## config.mk

```make
export PLATFORM = sky130hd
export DESIGN_NAME = fifo_wr_arbiter
export DESIGN_NICKNAME = d
export VERILOG_FILES = /design/src/rtl/fifo_wr_arbiter.sv
export SDC_FILE = /design/constraint.sdc
export NUM_CORES = 1
export LEC_CHECK = 0
export ABC_AREA = 1
export BUFFER_PORTS_ARGS = -buffer_cell sky130_fd_sc_hd__buf_2
export CAP_MARGIN = 20
export CORE_UTILIZATION = 54
export CTS_BUF_LIST = sky130_fd_sc_hd__clkbuf_16
export DETAILED_ROUTE_END_ITERATION = 16
export PLACE_DENSITY = 0.84
export SYNTH_ARGS = -nofsm -noshare
export SYNTH_HDL_FRONTEND = slang
export SYNTH_SLANG_ARGS = --single-unit
export TNS_END_PERCENT = 1
```

## constraint.sdc

```tcl
create_clock -name wr_clk -period 3.35 [get_ports wr_clk]
set_input_delay 0.67 -clock wr_clk [delete_from_list [all_inputs] [get_ports wr_clk]]
set_output_delay 0.67 -clock wr_clk [all_outputs]
set_load 0.01 [all_outputs]
```

## src/rtl/fifo_wr_arbiter.sv

```systemverilog
// fifo_wr_arbiter: round-robin owner of the async FIFO write port.
//
// NREQ = 2**ID_W requesters, all in the write clock domain, share a single
// FIFO write port. A granted word is written for one cycle. The FIFO's
// registered overflow flag is then checked. A rejected word is retried after
// RETRY_WAIT cycles of back-off. It is dropped after MAX_RETRY retries. The
// owner of each word gets a one-cycle ack or drop pulse.
//
// Ports:
//   wr_clk         write-domain clock (posedge)
//   init           synchronous active-high reset, overrides everything
//   req            per-requester request, held until own ack/drop
//   req_data       packed request data, requester i at [i*WORDSIZE +: WORDSIZE]
//   ack / drop     one-cycle per-requester result pulses
//   fifo_data_in   FIFO data_in
//   fifo_write_en  FIFO write_en
//   fifo_overflow  FIFO overflow (valid in the cycle after a write)
//   grant_id       current or last granted requester
//   busy           FSM not in IDLE
//   wr_count       accepted-word counter (wraps)

// Per-requester slice: eligibility mask and result pulse decode.
module fifo_wr_arb_lane #(
  parameter int ID_W = 2,
  parameter int LANE = 0
) (
  input  logic            req,
  input  logic            ack_q,
  input  logic            drop_q,
  input  logic            ack_fire,
  input  logic            drop_fire,
  input  logic [ID_W-1:0] grant_id,
  output logic            elig,
  output logic            ack_d,
  output logic            drop_d
);
  logic sel;

  assign sel    = (grant_id == ID_W'(LANE));
  // A requester still sees its own req high during its ack/drop cycle.
  // Masking it here stops the same word being written twice.
  assign elig   = req & ~ack_q & ~drop_q;
  assign ack_d  = ack_fire & sel;
  assign drop_d = drop_fire & sel;
endmodule

module fifo_wr_arbiter #(
  parameter  int ID_W       = 2,
  parameter  int WORDSIZE   = 8,
  parameter  int RETRY_WAIT = 4,
  parameter  int MAX_RETRY  = 7,
  localparam int NREQ       = 1 << ID_W
) (
  input  logic                     wr_clk,
  input  logic                     init,
  input  logic [NREQ-1:0]          req,
  input  logic [NREQ*WORDSIZE-1:0] req_data,
  output logic [NREQ-1:0]          ack,
  output logic [NREQ-1:0]          drop,
  output logic [WORDSIZE-1:0]      fifo_data_in,
  output logic                     fifo_write_en,
  input  logic                     fifo_overflow,
  output logic [ID_W-1:0]          grant_id,
  output logic                     busy,
  output logic [15:0]              wr_count
);
  localparam int RC_W = (MAX_RETRY > 0) ? $clog2(MAX_RETRY + 1) : 1;
  localparam int WC_W = (RETRY_WAIT > 1) ? $clog2(RETRY_WAIT) : 1;

  typedef enum logic [1:0] {S_IDLE, S_WRITE, S_CHECK, S_BACKOFF} state_t;

  state_t              state_q, state_d;
  logic [ID_W-1:0]     rr_ptr_q, rr_ptr_d;
  logic [RC_W-1:0]     retry_cnt_q, retry_cnt_d;
  logic [WC_W-1:0]     wait_cnt_q, wait_cnt_d;
  logic [NREQ-1:0]     ack_q, ack_d;
  logic [NREQ-1:0]     drop_q, drop_d;
  logic                fifo_we_q, fifo_we_d;
  logic [WORDSIZE-1:0] fifo_data_q, fifo_data_d;
  logic [ID_W-1:0]     grant_id_q, grant_id_d;
  logic                busy_q, busy_d;
  logic [15:0]         wr_count_q, wr_count_d;

  logic [NREQ-1:0]     elig;
  logic                ack_fire, drop_fire;
  logic                pick_vld;
  logic [ID_W-1:0]     pick_id;

  for (genvar g = 0; g < NREQ; g++) begin : g_lane
    fifo_wr_arb_lane #(.ID_W(ID_W), .LANE(g)) u_lane (
      .req      (req[g]),
      .ack_q    (ack_q[g]),
      .drop_q   (drop_q[g]),
      .ack_fire (ack_fire),
      .drop_fire(drop_fire),
      .grant_id (grant_id_q),
      .elig     (elig[g]),
      .ack_d    (ack_d[g]),
      .drop_d   (drop_d[g])
    );
  end

  // Round-robin search starting at rr_ptr. The loop walks from the farthest
  // offset to the nearest, so the nearest eligible requester wins.
  always_comb begin
    logic [ID_W-1:0] idx;
    idx      = '0;
    pick_vld = 1'b0;
    pick_id  = rr_ptr_q;
    for (int i = NREQ - 1; i >= 0; i--) begin
      idx = rr_ptr_q + ID_W'(i);
      if (elig[idx]) begin
        pick_vld = 1'b1;
        pick_id  = idx;
      end
    end
  end

  // State register (all flops)
  always_ff @(posedge wr_clk) begin
    if (init) begin
      state_q     <= S_IDLE;
      rr_ptr_q    <= '0;
      retry_cnt_q <= '0;
      wait_cnt_q  <= '0;
      ack_q       <= '0;
      drop_q      <= '0;
      fifo_we_q   <= 1'b0;
      fifo_data_q <= '0;
      grant_id_q  <= '0;
      busy_q      <= 1'b0;
      wr_count_q  <= '0;
    end else begin
      state_q     <= state_d;
      rr_ptr_q    <= rr_ptr_d;
      retry_cnt_q <= retry_cnt_d;
      wait_cnt_q  <= wait_cnt_d;
      ack_q       <= ack_d;
      drop_q      <= drop_d;
      fifo_we_q   <= fifo_we_d;
      fifo_data_q <= fifo_data_d;
      grant_id_q  <= grant_id_d;
      busy_q      <= busy_d;
      wr_count_q  <= wr_count_d;
    end
  end

  // Next-state and datapath
  always_comb begin
    state_d     = state_q;
    rr_ptr_d    = rr_ptr_q;
    retry_cnt_d = retry_cnt_q;
    wait_cnt_d  = wait_cnt_q;
    fifo_data_d = fifo_data_q;
    grant_id_d  = grant_id_q;
    wr_count_d  = wr_count_q;
    ack_fire    = 1'b0;
    drop_fire   = 1'b0;
    case (state_q)
      S_IDLE: begin
        if (pick_vld) begin
          fifo_data_d = req_data[int'(pick_id) * WORDSIZE +: WORDSIZE];
          grant_id_d  = pick_id;
          retry_cnt_d = '0;
          state_d     = S_WRITE;
        end
      end
      S_WRITE: state_d = S_CHECK;
      S_CHECK: begin
        // fifo_overflow now holds the FIFO's verdict on the WRITE cycle.
        if (!fifo_overflow) begin
          ack_fire   = 1'b1;
          wr_count_d = wr_count_q + 16'd1;
          rr_ptr_d   = grant_id_q + ID_W'(1);
          state_d    = S_IDLE;
        end else if (retry_cnt_q == RC_W'(MAX_RETRY)) begin
          drop_fire = 1'b1;
          rr_ptr_d  = grant_id_q + ID_W'(1);
          state_d   = S_IDLE;
        end else begin
          retry_cnt_d = retry_cnt_q + RC_W'(1);
          wait_cnt_d  = WC_W'(RETRY_WAIT - 1);
          state_d     = S_BACKOFF;
        end
      end
      S_BACKOFF: begin
        if (wait_cnt_q == '0) state_d = S_WRITE;
        else                  wait_cnt_d = wait_cnt_q - WC_W'(1);
      end
      default: state_d = S_IDLE;
    endcase
  end

  // Outputs are registered from the next state. This keeps write_en aligned
  // with the WRITE cycle and busy aligned with the non-IDLE states.
  always_comb begin
    fifo_we_d = (state_d == S_WRITE);
    busy_d    = (state_d != S_IDLE);
  end

  assign ack           = ack_q;
  assign drop          = drop_q;
  assign fifo_data_in  = fifo_data_q;
  assign fifo_write_en = fifo_we_q;
  assign grant_id      = grant_id_q;
  assign busy          = busy_q;
  assign wr_count      = wr_count_q;
endmodule

```

Yosys cells after proc, flatten, opt, wreduce, memory -nomap -nowiden
Index checks and enable logic that the tools add are counted.

Flip-flop bits (word level): 45. Input bits: 39. Output and inout bits: 36. Word-level logic and storage cells: 108.

Add/sub/neg operators: 7. $lt $le $gt $ge: 4. Equality and inequality tests: 13. Shift-type cells: 1. Multiplexer cells: 36. Bitwise gates (word level): 25. Reduce and logical (&&, ||, !) cells: 11.

Operators with widths (number): variable part select 32 x 6 -> 8 bit (1); 2-to-1 mux 2 bit (13); adder 16 x 1 -> 16 bit (second input constant) (1); bitwise AND 1 bit (16); 2-to-1 mux 1 bit (13); less-than comparator 2 x 3 -> 1 bit (second input constant) (4); 2-to-1 mux 3 bit (3); inverter 1 bit (9); binary-select mux 1 bit (select 2 bit) (4); equality test 2 bit (second input constant) (4); != test 2 bit (second input constant) (4); case mux 2 bit (4 select lines) (1); AND reduction 4 bit (2); equality test 2 x 1 -> 1 bit (second input constant) (3); zero test 2 bit (3); case mux 3 bit (2 select lines) (1); AND reduction 2 bit (3); nonzero test 2 bit (3); adder 2 x 1 -> 2 bit (second input constant) (2); adder 2 bit (second input constant) (2); case mux 2 bit (2 select lines) (1); adder 3 x 1 -> 3 bit (second input constant) (1); equality test 3 bit (second input constant) (1); != test 2 x 1 -> 1 bit (second input constant) (1); subtractor 2 x 1 -> 2 bit (second input constant) (1).

Logic depth before layout (Yosys ltp)
Depth after elaboration: 12. Gate-level depth with buffers: 17. Gate-level depth less buffers: 16.

Hierarchy
Synthesis repeated with hierarchy kept, for this count alone.

Cells, all modules: 362. Area total of the unflattened synthesis: 2502.4 sq um.

Modules (own cells, without submodules): fifo_wr_arbiter (times used 1, cells each 326, area an instance 2364.8 sq um, seq. area each 900.9 sq um); fifo_wr_arb_lane (g_lane[1].u_lane ...) (times used 2, cells each 9, area an instance 33.8 sq um, seq. area each 0.0 sq um); fifo_wr_arb_lane (g_lane[0].u_lane) (times used 1, cells each 10, area an instance 37.5 sq um, seq. area each 0.0 sq um); fifo_wr_arb_lane (g_lane[3].u_lane) (times used 1, cells each 8, area an instance 32.5 sq um, seq. area each 0.0 sq um).

Least setup slack after synthesis
OpenSTA, ideal clock, no wires.

Kind: input-to-reg. From: input fifo_overflow. To: register wr_count_q[15], in the netlist wr_count[15]. Library setup time: 0.116 ns. Data arrival time: 1.787 ns. Data required time: 3.234 ns. Setup slack: 1.447 ns. Stages on the path: 10. Path buffers: 0. Cells stage by stage: inv_1 > nand2_4 > nor3_2 > nand2_1 > nor3_1 > inv_1 > nor3_2 > nand4_1 > o21ai_0 > nor2_1.

Cells in the longest elaborated chain, start to end: 2.

Ends and longest elaborated chain: start: declaration (RTL line 62) `input logic fifo_overflow,`; inverter 1 bit (no line); AND reduction 2 bit (no line); end signal: assignment (RTL line 144) `wr_count_q <= wr_count_d;`; end: declaration (RTL line 82) `logic [15:0] wr_count_q, wr_count_d;`.

Every way passes these cells. A chain may end at the register's enable or synchronous reset.

Worst setup path after layout
From: register rr_ptr_q[0]. To: register fifo_data_q[6], in the netlist fifo_data_in[6].

Cells in the longest elaborated chain, start to end: 8. Elaborated cells on any way between the ends: 21. Classes of those cells: add/sub: 3; shift: 1; mux: 16; reduce/logical: 1.

Ends and longest elaborated chain: start: declaration (RTL line 73) `logic [ID_W-1:0] rr_ptr_q, rr_ptr_d;`; start signal: assignment (RTL line 135) `rr_ptr_q <= rr_ptr_d;`; adder 2 bit (RTL line 111) `idx = rr_ptr_q + ID_W'(i);`; binary-select mux 1 bit (select 2 bit) (RTL line 112) `if (elig[idx]) begin`; 2-to-1 mux 1 bit (implied by the code) (RTL line 112); 2-to-1 mux 2 bit / 2-to-1 mux 1 bit (equally long branches) (4 in a row) (RTL line 112); variable part select 32 x 6 -> 8 bit / AND reduction 2 bit (equally long branches); end signal: assignment (RTL line 141) `fifo_data_q <= fifo_data_d;`; end: declaration (RTL line 79) `logic [WORDSIZE-1:0] fifo_data_q, fifo_data_d;`.

Several ways; a longest one is shown, not always the timed one. The select of a mux whose other input is x is not followed.

==> key figures <==
Run status
  – Run status: complete, no violations

STA
  – Crit share post-route: ~65%
  – Maximum clock skew at final layout: approximately 0.0043 ns
  – Max_slew headroom: between 60% and 70%
  – Setup repair after global routing missed its margin: no
  – Clock period minus worst slack: 2.192 ns
  – Count of final max-slew check failures: 0
  – Slew at the pin closest to its max-slew limit: approximately 0.54 ns
  – Final Hold Viols: 0
  – Count of final setup violators: 0
  – Final-layout setup total negative slack: 0 ns
  – Fin Hold WS: 0.4618 ns
  – Maximum clock rate: about 460 MHz

Global routing
  – Number of global-route vias before repair: about 2100
  – All-Layer GR Usage: about a quarter
  – Largest net degree at the start of global routing: 26
  – First-pass GRT wire length: 8.763 mm
  – Total congestion overflow after global routing: 0
  – Number of antenna violations at the first check in global routing: 0

Floorplan
  – Die outline width: 68.93 µm
  – Height of the chip: 68.93 µm
  – Total core area: a little over 4000 µm²
  – Total die area: around 4800 µm²
  – Cell Rows: 23
  – Count of boundary I/O pins: 75
  – Effective utilization at floorplan: 58.36%

Clock network
  – Clk root buf: sky130_fd_sc_hd__clkbuf_16
  – Clock buffer count from CTS: 5
  – Clock network latency to the later pin of the worst-skew pair: 0.29 ns
  – H-tree level count: 2
  – Number of sinks on the clock net: between 40 and 50
  – Maximum clock path buffer count: 2
  – TritonCTS clock tree: built
  – Register clock-pin slew on the reported worst setup and hold paths: around 0.060 ns
  – Cts repair resizes: 0
  – Post-CTS setup buffers: 0
  – Number of buffers inserted for hold repair after clock tree synthesis: 0

Hold path
  – Hold EP: wait_cnt_q[0]
  – Kind of path behind the tightest hold check: reg -> reg
  – Min-Delay Startpoint: wait_cnt_q[0]
  – Hold Crit Depth: 1

Final layout
  – Fillers: slightly above 400
  – Register Area: roughly 900 µm²
  – Antenna diode instance count: 0
  – Multi-input logic area: 1224 µm²
  – Utilization after layout: a little over two thirds
  – Final standard cell area without fillers: around 2900 µm²
  – Layout cell share with drive strength beyond 1: 25.19%
  – Final Net Count: between 400 and 500
  – Relative area change from synthesis to final layout: 19.14%

Drt
  – Number of vias in the routed layout: 2394
  – Total wirelength of the detailed-routed design: approximately 5.4 mm
  – WL/cell: approximately 12 µm
  – DRC violations left: 0
  – Count of nets left with antenna violations after detail routing: 0
  – Detailed-router iteration count before antenna repair: 4
  – DR iter-0 viols: about 120
  – Vias per inst: 5.262

Power and ir drop
  – Combinational group share of total power: 27.2%
  – Proportion of total power due to net switching: 33.50%
  – Worst IR Drop VDD: roughly 0.3 mV
  – Internal Power: around 0.0010 W
  – Clock power frac: between 30% and 40%
  – Power density over the cells: roughly 530 nW/µm²
  – Power dissipated by switching net loads: between 0.0005 and 0.0006 W
  – Static Leakage: 1.428 nW
  – Flop pwr share: between 40% and 50%

Yosys
  – Gate Count Post-Synth: 341
  – Area share of the leading cell type in the synthesized netlist: a little under two fifths
  – Largest family of logic cells by synthesized area: simple AND/OR/NAND/NOR gates
  – Fraction of the mapped netlist area in compound gates: about a tenth
  – Number of different library cells in the post-synthesis netlist: 34
  – Leading cell types by total area after synthesis: sky130_fd_sc_hd__dfxtp_1, sky130_fd_sc_hd__nand3_1, sky130_fd_sc_hd__nand2_1
  – Post-synthesis sequential area ratio: between 30% and 40%
  – Synthesized flop and latch total: 45
  – Per-instance average area after synthesis: approximately 7.1 µm²
  – Parity-gate share of the synthesized area counting xor and xnor cells: approximately 1.4%
  – Net Count, Synth: 388
  – Largest area contributor in the synthesized netlist: sky130_fd_sc_hd__dfxtp_1
  – Share of synthesized area spent on multiplexers: 0%
  – Synthesized-area fraction occupied by and/or/nand/nor cells: about a third
  – Adder and majority gate portion of the synthesized area: under 10%
  – Post-synth design cell area: 2419 µm²
  – Yosys warnings: 0

Worst setup path
  – Length in cells of the worst reg-to-reg path: 15
  – Setup slack, reg-to-reg: 1.16 ns
  – Reg2reg end: fifo_data_in[6]
  – Sort of element at the end of the critical path: register
  – Startpoint-to-endpoint class of the critical path: reg -> reg
  – Max Fanout on Critical Path: 18
  – FF-to-FF Start: rr_ptr_q[0]
  – Arrival time at the worst endpoint: 2.37 ns
  – Type of origin of the critical path: register
  – Worst EP required: 3.53 ns

Place
  – Buffers added on ports: 74
  – DP Wirelength: roughly 3.9 mm
  – RePlAce Congestion: around 0.85
  – Cell area after placement: between 2000 and 3000 µm²

Job
  – Max-cap violation count: 0
==> state kept, by name, indices dropped and copies added, names as in the netlist <==
register and flops:
wr_count 16, fifo_data_in 8, drop 4, rr_ptr_q 2, busy 1, ack 4, fifo_write_en 1, grant_id 2
wait_cnt_q 2, state_q 2, retry_cnt_q 3
==> power by group through the flow <==
stage | clock (W) | sequential (W) | combinational, W
5_1_grt | 0.000511 | 0.000635 | 0.000474
6_report | 0.000485 | 0.000628 | 0.000416
4_1_cts | 0.000489 | 0.000628 | 0.000418
3_5_place_dp | 0 | 0.000637 | 0.000414
2_1_floorplan | 0 | 0.000651 | 0.000291
3_3_place_gp | 0 | 0.000636 | 0.000403
==> layout by cell type (no fill, tap or decap), types with 2 or more instances in the layout <==
master / instances
sky130_fd_sc_hd__buf_2: 74
sky130_fd_sc_hd__nand2_1: 61
sky130_fd_sc_hd__nand3_1: 48
sky130_fd_sc_hd__dfxtp_1: 45
sky130_fd_sc_hd__inv_1: 41
sky130_fd_sc_hd__nor2_1: 29
sky130_fd_sc_hd__a21oi_1: 20
sky130_fd_sc_hd__o21ai_0: 20
sky130_fd_sc_hd__nor3_1: 17
sky130_fd_sc_hd__ha_1: 8
sky130_fd_sc_hd__inv_2: 6
sky130_fd_sc_hd__clkbuf_16: 5
sky130_fd_sc_hd__nor3_2: 4
sky130_fd_sc_hd__a31oi_1: 3
sky130_fd_sc_hd__nand2_4: 2
sky130_fd_sc_hd__nand3_2: 2
sky130_fd_sc_hd__nand2_2: 2
sky130_fd_sc_hd__and3_1: 2
sky130_fd_sc_hd__clkinv_4: 2
==> layer usage <==
layer  global-route usage (%)  wire, µm
met4                    8.673        88
met5                        0         0
met3                    6.086       323
met1                    28.40      2339
met2                    43.45      2621
==> critical path, stage by stage, from the launching register on <==
cell and delay, ns:
sky130_fd_sc_hd__dfxtp_1 0.58, sky130_fd_sc_hd__inv_2 0.14, sky130_fd_sc_hd__nand3_1 0.11, sky130_fd_sc_hd__nand2_1 0.08, sky130_fd_sc_hd__nand2_1 0.08, sky130_fd_sc_hd__nand2_1 0.06
sky130_fd_sc_hd__inv_1 0.07, sky130_fd_sc_hd__nand2_1 0.05, sky130_fd_sc_hd__nand2_1 0.08, sky130_fd_sc_hd__nand3_2 0.24, sky130_fd_sc_hd__nand2_4 0.28, sky130_fd_sc_hd__inv_2 0.08
sky130_fd_sc_hd__nand2_1 0.06, sky130_fd_sc_hd__nand3_1 0.07, sky130_fd_sc_hd__nand2_1 0.07, sky130_fd_sc_hd__nor2_1 0.04
==> cells in the mapped netlist <==
master	count
sky130_fd_sc_hd__and3_1	2
sky130_fd_sc_hd__dfxtp_1	45
sky130_fd_sc_hd__nand2_1	61
sky130_fd_sc_hd__buf_1	2
sky130_fd_sc_hd__a22oi_1	1
sky130_fd_sc_hd__nor3_4	1
sky130_fd_sc_hd__buf_2	1
sky130_fd_sc_hd__buf_4	11
sky130_fd_sc_hd__xor2_1	1
sky130_fd_sc_hd__xnor2_2	1
sky130_fd_sc_hd__o21ai_0	20
sky130_fd_sc_hd__nor3_1	17
sky130_fd_sc_hd__xnor2_1	1
sky130_fd_sc_hd__ha_1	8
sky130_fd_sc_hd__a31oi_1	3
sky130_fd_sc_hd__nand3_2	2
sky130_fd_sc_hd__inv_2	6
sky130_fd_sc_hd__nand3_1	48
sky130_fd_sc_hd__buf_6	1
sky130_fd_sc_hd__nor2_8	1
sky130_fd_sc_hd__nor3_2	4
sky130_fd_sc_hd__nand2_4	2
sky130_fd_sc_hd__nand4_1	1
sky130_fd_sc_hd__nor2_1	29
sky130_fd_sc_hd__nor2_4	1
sky130_fd_sc_hd__a211oi_1	1
sky130_fd_sc_hd__nand2_2	2
sky130_fd_sc_hd__a221oi_1	1
sky130_fd_sc_hd__o21a_1	1
sky130_fd_sc_hd__nor3b_1	1
sky130_fd_sc_hd__clkbuf_1	3
sky130_fd_sc_hd__a21oi_1	20
sky130_fd_sc_hd__inv_1	41
sky130_fd_sc_hd__nand3b_1	1
==> cell type report <==
cell class / count / share of cell area, %
multi-input combinational: 231 / 42.47
sequential: 45 / 31.26
inverter: 47 / 6.122
tap: 50 / 2.171
clock buffer: 5 / 4.342
clock inverter: 3 / 0.7816
timing repair buffer: 74 / 12.85
==> worst max-delay path by stage <==
| stage | startpoint | endpoint | slack [ns] | cells past startpoint |
|---|---|---|---|---|
| floorplan | fifo_overflow | wr_count[15] | 1.45 | 10 |
| global placement | req[3] | fifo_data_in[6] | 1.10 | 15 |
| detailed placement | req[3] | fifo_data_in[6] | 1.07 | 15 |
| CTS | rr_ptr_q[0] | fifo_data_in[6] | 1.18 | 15 |
| global route | rr_ptr_q[0] | fifo_data_in[5] | 0.96 | 15 |
| finish | rr_ptr_q[0] | fifo_data_in[6] | 1.16 | 15 |
==> cells by family (layout without fill, tap and decap cells) <==
group                    Yosys count  in the layout
buffers and inverters             65            129
adder cells (fa/ha/maj)            8              8
AND/OR/NAND/NOR                  173            173
XOR/XNOR                           3              3
flip-flops                        45             45
AO/OA/AOI/OAI                     47             47
==> metrics by stage <==
stage,setup WS (ns),cells,total power (W)
finish,1.158,455,0.001529
global route,0.9584,455,0.001620
CTS,1.182,455,0.001535
detailed placement,1.069,447,0.001051
global placement,1.097,447,0.001040
floorplan,1.447,341,0.0009411
No activity file was read; power rests on OpenSTA's default activity.
